$ cat src/rtl/wb_stage.sv
// RV32I write-back stage: MEM/WB register, result select, load extension,
// register-file write port, load stall, forwarding and retire counter.
module wb_stage #(
  parameter int DATA_WIDTH = 32,
  parameter int ADDR_WIDTH = 32,
  parameter int CNT_WIDTH  = 64
) (
  input  logic                  clk,
  input  logic                  rst,
  input  logic                  en,
  input  logic                  flush,
  input  logic                  in_valid,
  input  logic [4:0]            in_rd,
  input  logic                  in_reg_we,
  input  logic [1:0]            in_wb_ctr,
  input  logic [2:0]            in_op,
  input  logic [DATA_WIDTH-1:0] in_alu_res,
  input  logic [ADDR_WIDTH-1:0] in_pcn,
  input  logic                  mem_rsp_valid,
  input  logic [DATA_WIDTH-1:0] mem_rsp_data,
  output logic [4:0]            rdw,
  output logic                  wew,
  output logic [DATA_WIDTH-1:0] wdw,
  output logic                  stall_req,
  output logic                  fwd_valid,
  output logic [4:0]            fwd_rd,
  output logic [DATA_WIDTH-1:0] fwd_data,
  output logic [CNT_WIDTH-1:0]  instret
);

  localparam logic [0:0] IDLE     = 1'b0;
  localparam logic [0:0] WAIT_MEM = 1'b1;

  logic                  valid_q;
  logic [4:0]            rd_q;
  logic                  reg_we_q;
  logic [1:0]            wb_ctr_q;
  logic [2:0]            op_q;
  logic [DATA_WIDTH-1:0] alu_q;
  logic [ADDR_WIDTH-1:0] pcn_q;
  logic [0:0]            state_q, state_d;
  logic [CNT_WIDTH-1:0]  instret_q;

  logic                  is_ld;
  logic                  is_jal;
  logic                  done;
  logic                  stall;
  logic                  capture;
  logic [7:0]            byte_v;
  logic [15:0]           half_v;
  logic [DATA_WIDTH-1:0] ld_data;
  logic [DATA_WIDTH-1:0] res;

  assign is_ld  = (wb_ctr_q == 2'b01);
  assign is_jal = (wb_ctr_q == 2'b10);

  always_comb begin
    done    = 1'b0;
    stall   = 1'b0;
    state_d = state_q;
    if (valid_q) begin
      if (state_q == WAIT_MEM) begin
        stall = !mem_rsp_valid || flush;
        done  = mem_rsp_valid && !flush;
        if (mem_rsp_valid || flush) begin
          state_d = IDLE;
        end
      end else if (is_ld) begin
        if (mem_rsp_valid) begin
          done = !flush;
        end else begin
          stall = 1'b1;
          if (!flush) begin
            state_d = WAIT_MEM;
          end
        end
      end else begin
        done = !flush;
      end
    end
  end

  always_comb begin
    byte_v = 8'(mem_rsp_data >> {alu_q[1:0], 3'b000});
    half_v = 16'(mem_rsp_data >> {alu_q[1], 4'b0000});
    unique case (op_q)
      3'b000:  ld_data = {{(DATA_WIDTH-8){byte_v[7]}}, byte_v};
      3'b001:  ld_data = {{(DATA_WIDTH-16){half_v[15]}}, half_v};
      3'b100:  ld_data = {{(DATA_WIDTH-8){1'b0}}, byte_v};
      3'b101:  ld_data = {{(DATA_WIDTH-16){1'b0}}, half_v};
      default: ld_data = mem_rsp_data;
    endcase
  end

  always_comb begin
    unique case (1'b1)
      is_ld:   res = ld_data;
      is_jal:  res = DATA_WIDTH'(pcn_q);
      default: res = alu_q;
    endcase
  end

  assign capture = en && !stall;

  // A retired entry drops valid so a frozen pipeline does not retire it twice
  always_ff @(posedge clk or negedge rst) begin
    if (!rst) begin
      valid_q  <= 1'b0;
      rd_q     <= '0;
      reg_we_q <= 1'b0;
      wb_ctr_q <= '0;
      op_q     <= '0;
      alu_q    <= '0;
      pcn_q    <= '0;
    end else if (flush) begin
      valid_q  <= 1'b0;
    end else if (capture) begin
      valid_q  <= in_valid;
      rd_q     <= in_rd;
      reg_we_q <= in_reg_we;
      wb_ctr_q <= in_wb_ctr;
      op_q     <= in_op;
      alu_q    <= in_alu_res;
      pcn_q    <= in_pcn;
    end else if (done) begin
      valid_q  <= 1'b0;
    end
  end

  always_ff @(posedge clk or negedge rst) begin
    if (!rst) begin
      state_q   <= IDLE;
      instret_q <= '0;
    end else begin
      state_q <= state_d;
      if (done) begin
        instret_q <= instret_q + 1'b1;
      end
    end
  end

  assign rdw       = rd_q;
  assign wew       = done && reg_we_q && (rd_q != 5'd0);
  assign wdw       = res;
  assign stall_req = stall;
  assign fwd_valid = wew;
  assign fwd_rd    = rdw;
  assign fwd_data  = wdw;
  assign instret   = instret_q;

endmodule

$ cat config.mk
export PLATFORM = sky130hd
export DESIGN_NAME = wb_stage
export DESIGN_NICKNAME = d
export VERILOG_FILES = /design/src/rtl/wb_stage.sv
export SDC_FILE = /design/constraint.sdc
export NUM_CORES = 1
export LEC_CHECK = 0
export CAP_MARGIN = 20
export CORE_ASPECT_RATIO = 0.6
export CORE_UTILIZATION = 38
export CTS_CLUSTER_DIAMETER = 120
export DETAILED_ROUTE_END_ITERATION = 10
export GPL_TIMING_DRIVEN = 0
export PLACE_DENSITY = 0.72
export SYNTH_ARGS = -nofsm -noshare
export SYNTH_HDL_FRONTEND = slang
export SYNTH_SLANG_ARGS = --single-unit
$ cat constraint.sdc
create_clock -name clk -period 2.35 [get_ports clk]
set_input_delay 0.235 -clock clk [delete_from_list [all_inputs] [get_ports clk]]
set_output_delay 0.235 -clock clk [all_outputs]
set_load 0.05 [all_outputs]
======== After elaboration in Yosys (flattened, before gate mapping) ========
Cells that the tools add are included.
storage, ports and cells
  output and inout port bits .............. 141
  RAM bits ................................ 0
  flip-flop bits (word level) ............. 141
  bits in latches ......................... 0
  ROM bits ................................ 0
  memories kept ........................... 0
cells by class
  $mul .................................... 0
  equal/unequal tests ..................... 5
  div/mod/pow operators ................... 0
  muxes and demuxes ....................... 18
  $add $sub $neg .......................... 1
  bitwise gates (word level) .............. 1
  order comparisons ....................... 0
  reductions and logical operators ........ 13
  shift operators ......................... 2
operator list
  operator                                                          number
  32-bit one-hot mux with 4 select lines                            1
  64-bit by 1-bit adder with 64-bit output (second input constant)  1
  32-bit one-hot mux with 2 select lines                            1
  32-bit by 5-bit >> shifter with 16-bit output                     1
  32-bit by 5-bit >> shifter with 8-bit output                      1
  1-bit two-way mux                                                 16
  3-bit == test (second input constant)                             2
  5-bit nonzero test                                                1
  1-bit logical AND                                                 4
  3-bit by 1-bit == test with 1-bit output (second input constant)  1
  1-bit logical NOT                                                 3
  3-bit logical NOT                                                 1
  3-bit nonzero test                                                1
  2-bit by 1-bit == test with 1-bit output (second input constant)  1
  2-bit == test (second input constant)                             1
  1-bit logical OR                                                  2
  2-bit AND reduction                                               1
  1-bit NOT                                                         1

======== Logic depth before layout (Yosys ltp) ========
  depth in word-level cells ............... 8
  depth in mapped cells ................... 11
  mapped depth without buffers ............ 7

======== Least setup slack after synthesis ========
Ideal clock, no wire load.
  path kind ............................... reg-to-output
  start ................................... register wb_ctr_q[1]
  end ..................................... output wdw[17]
  required time ........................... 2.115 ns
  arrival ................................. 2.639 ns
  setup slack ............................. -0.524 ns
  stages on the path, launching flop included .. 10
  cells stage by stage .................... dfrtp_1 -> inv_1 -> ha_1 -> buf_6 -> nor2b_1 -> clkbuf_1 -> nand2_1 -> buf_2 -> o221ai_1 -> buf_4
on the way
  word-level cells in the longest chain between the ends .. 2
  elaborated cells on any way between the ends .. 3
ends and longest elaborated chain
  what                                                                              RTL line  text
  start: declaration                                                                37        logic [1:0] wb_ctr_q;
  start signal: assignment                                                          121       wb_ctr_q <= in_wb_ctr;
  2-bit == test / 2-bit by 1-bit == test with 1-bit output (equally long branches)  55, 54
  32-bit one-hot mux with 2 select lines (*)                                        96        unique case (1'b1)
  end: declaration                                                                  23        output logic [DATA_WIDTH-1:0] wdw,
Every way passes the cells marked *; elsewhere a longest branch is shown, timed or not.

======== Final worst setup path ========
  start ................................... register alu_q[1]
  end ..................................... output wdw[7]
on the way
  word-level cells in the longest chain between the ends .. 3
  elaborated cells on any way between the ends .. 4
ends and longest elaborated chain
  what                                                                                                                  RTL line  text
  start: declaration                                                                                                    39        logic [DATA_WIDTH-1:0] alu_q;
  start signal: assignment                                                                                              123       alu_q <= in_alu_res;
  32-bit by 5-bit >> shifter with 16-bit output / 32-bit by 5-bit >> shifter with 8-bit output (equally long branches)  85, 84
  32-bit one-hot mux with 4 select lines (*)                                                                            86        unique case (op_q)
  32-bit one-hot mux with 2 select lines (*)                                                                            96
Marked as above.

==> flow_metrics.env <==
export IMPL_status="complete, but fails checks"
export IMPL_violations="negative setup slack"
export IMPL_setup_viol=52
export IMPL_ys_seq_elements=141
export IMPL_initial_utilization_pct=38.85
export IMPL_highest_net_fanout_along_the_worst_path=4
export IMPL_fillCellCount=1478
export IMPL_detail_route_first_pass_iterations=5
export IMPL_cts_htree_levels=4
export IMPL_timing_final_hold_violations=0
export IMPL_max_freq_mhz=388.3
export IMPL_asyncSetResetFlopFracSynth_pct=100.0
export IMPL_worstSkewPairLatency_ns=0.43
export IMPL_worst_path_dominant_cell_family="compound AO/OA/AOI/OAI gates"
export IMPL_drtAntennaViolNets=0
export IMPL_synth_cell_area_um2=7393
export IMPL_power_per_cell_area_nw_per_um2=871.0
export IMPL_clk_transition_reported_paths_ns=0.06
export IMPL_timing_final_ws_setup_ns=-0.2252
export IMPL_clk_root_buffer_cell="sky130_fd_sc_hd__clkbuf_16"
export IMPL_die_height_um=110.0
export IMPL_synth_net_count=827
export IMPL_floorplan_die_width_um=182.1
export IMPL_critical_path_required_ns=2.12
export IMPL_clock_sinks=141
export IMPL_core_area_um2=19030
export IMPL_worst_r2r_path_depth=7
export IMPL_globalRoute_totalOverflow=0
export IMPL_drc=0
export IMPL_worstReg2RegStart="wb_ctr_q[0]$_DFFE_PN0P_"
export IMPL_antenna_diode_count=0
export IMPL_path_cells="mux4_2 -> o22ai_1 -> a21oi_1 -> a211o_1 -> buf_6 -> buf_8"
export IMPL_crit_reg2reg_capture="instret[41]$_DFFE_PN0P_"
export IMPL_drt_total_wl_um=24760
export IMPL_clock_skew_ns=0.008172
export IMPL_syn_avg_cell_area_um2=10.40
export IMPL_groute_usage_overall_pct=24.48
export IMPL_initialDrtViolationCount=452
export IMPL_synth_area_leader_cell="sky130_fd_sc_hd__dfrtp_1"
export IMPL_post_route_cells_drive_above_1_share_pct=35.12
export IMPL_core_rowCount=39
export IMPL_placement_cell_area_um2=10590
export IMPL_postLayoutCoreUtil_pct=63.91
export IMPL_num_vias=6635
export IMPL_finalInstanceArea_um2=12160
export IMPL_avgViaCountPerCell=5.220
export IMPL_worst_path_buf_inv=2
export IMPL_min_period_over_period_pct=109.6
export IMPL_tritoncts_num_buffers=17
export IMPL_yosysSeqAreaShare_pct=47.72
export IMPL_synth_common_cells="sky130_fd_sc_hd__dfrtp_1, sky130_fd_sc_hd__nand2_1, sky130_fd_sc_hd__mux2_2"
export IMPL_multi_input_area_um2=4028
export IMPL_layout_area_overhead_vs_synth_pct=64.50
export IMPL_drv_slew=0
export IMPL_timing_critical_path_slowest_stage_cell="sky130_fd_sc_hd__mux4_2"
export IMPL_clock_path_buffers=2
export IMPL_grt_setup_unrepaired="true"
export IMPL_design_die_area_um2=20040
export IMPL_min_path_type="in2async"
export IMPL_ios=254
export IMPL_synth_cell_types=44
export IMPL_synth_edff_count=0
export IMPL_routedWlPerCell_um=19.48
export IMPL_worst_r2r_setup_slack_ns=0.03
export IMPL_synth_top_cell_area_share_pct=47.72
export IMPL_post_place_ws_ns=-1.026
export IMPL_total_power_mw=10.59
export IMPL_finalNetCount=1128
export IMPL_antenna_found_initial=3
export IMPL_setup_worst_path_class="reg2out"
export IMPL_netlist_instances=711
export IMPL_grt_pass1_vias=6459
export IMPL_cts_tree="built"
export IMPL_finalWeightedCongestion=0.9169
export IMPL_dpl_hpwl_um=17940
export IMPL_critical_path_max_stage_delay_ns=0.56
export IMPL_worstMarginPinSlew_ns=1.055
export IMPL_static_leakage_power_nw=5.171
export IMPL_ir_worst_vdd_mv=0.5338
export IMPL_grt_start_max_net_pins=97
export IMPL_slew_headroom_pct=29.01
export IMPL_synth_main_ff_cell="sky130_fd_sc_hd__dfrtp_1"
export IMPL_final_min_clock_period_ns=2.575
export IMPL_synth_top_cells_by_area="sky130_fd_sc_hd__dfrtp_1, sky130_fd_sc_hd__mux2_2, sky130_fd_sc_hd__xor2_1"
export IMPL_critical_path_startpoint_type="flip-flop"
export IMPL_io_buffer_count=253
export IMPL_worst_setup_ep_type="output pin"
export IMPL_post_synth_top_count_cell="sky130_fd_sc_hd__dfrtp_1"
export IMPL_max_cap_violations=0
export IMPL_timing_critical_path_arrival_ns=2.34
export IMPL_yosysWarningCount=0
export IMPL_final_seq_area_um2=3533
export IMPL_first_pass_grt_wire_length_um=36550
cells in the final DEF (no fill, tap or decap), drive strengths merged, types with 4 or more instances in the layout:
master,instances
a21oi,19
a22oi,8
buf,155
clkbuf,28
clkdlybuf4s50,185
clkinv,5
dfrtp,141
inv,31
mux2,72
mux2i,8
nand2,79
nand3,27
nand4,18
nor2,56
nor2b,19
nor3,18
nor4,16
o211ai,15
o21ai,8
o221ai,24
or3,4
xnor2,23
xor2,40
cells by family after synthesis:
kind of cell	after synthesis	synth area share [%]
fa+ha+maj	3	0.5078
mux	81	12.35
flops	141	47.72
buf+inv	94	7.125
compound gates	79	7.650
xor+xnor	63	7.463
simple gates	250	17.18
stage by stage:
step / TNS (ns) / hold slack, ns / std cells
CTS: -4.097 / 0.3207 / 1257
global route: -8.131 / 0.3614 / 1271
floorplan: -2.611 / -0.06059 / 711
global placement: -746.21 / 0.4763 / 1210
finish: -4.064 / 0.3229 / 1271
detailed placement: -59.18 / 0.2028 / 1211
layer usage:
metal  vias to the layer above  track usage [%]  wire length (um)
met5                         -                0                41
met4                         6            7.203               452
met3                        41            8.410              2011
met2                       252            36.78             10800
met1                      3271            33.40             11450
li1                       3065                -                 -
flip-flops by register name (all words and copies together) (netlist names):
signal,flops
alu_q,32
state_q,1
pcn_q,32
wb_ctr_q,2
reg_we_q,1
op_q,3
fwd_rd,5
valid_q,1
instret,64
repair_timing:
item,CTS,global route
gates cloned,1,1
gates resized for setup,569,60
setup endpoints to repair,157,94
hold buffers,1,0
hold endpoints to repair,45,0
buffers inserted,14,15
pin swaps,43,34
report_power, final:
| group | switching (mW) | internal (mW) | leakage (nW) |
|---|---|---|---|
| Sequential | 0.199 | 2.68 | 1.75 |
| Combinational | 2.91 | 2.13 | 3.14 |
| Clock | 1.18 | 1.49 | 0.284 |
area by class of cell:
class / count / area share, %
Sequential cell: 141 / 29.05
Timing Repair Buffer: 286 / 24.69
Buffer: 67 / 5.072
Multi-Input combinational cell: 476 / 33.12
Clock inverter: 15 / 1.224
Inverter: 23 / 0.8128
Tap cell: 246 / 2.531
Clock buffer: 17 / 3.498
worst max path at each step:
stage / startpoint / end / slack, ns / depth (start not counted)
after floorplan: wb_ctr_q[1]$_DFFE_PN0P_ / wdw[17] / -0.21 / 9
after global placement: rst / instret[15]$_DFFE_PN0P_ / -4.91 / 1
after detailed placement: wb_ctr_q[1]$_DFFE_PN0P_ / wdw[18] / -1.03 / 10
after CTS: alu_q[1]$_DFFE_PN0P_ / wdw[13] / -0.17 / 7
after global routing: alu_q[1]$_DFFE_PN0P_ / wdw[7] / -0.29 / 6
final: alu_q[1]$_DFFE_PN0P_ / wdw[7] / -0.23 / 6
No activity file was read; power rests on OpenSTA's default activity.
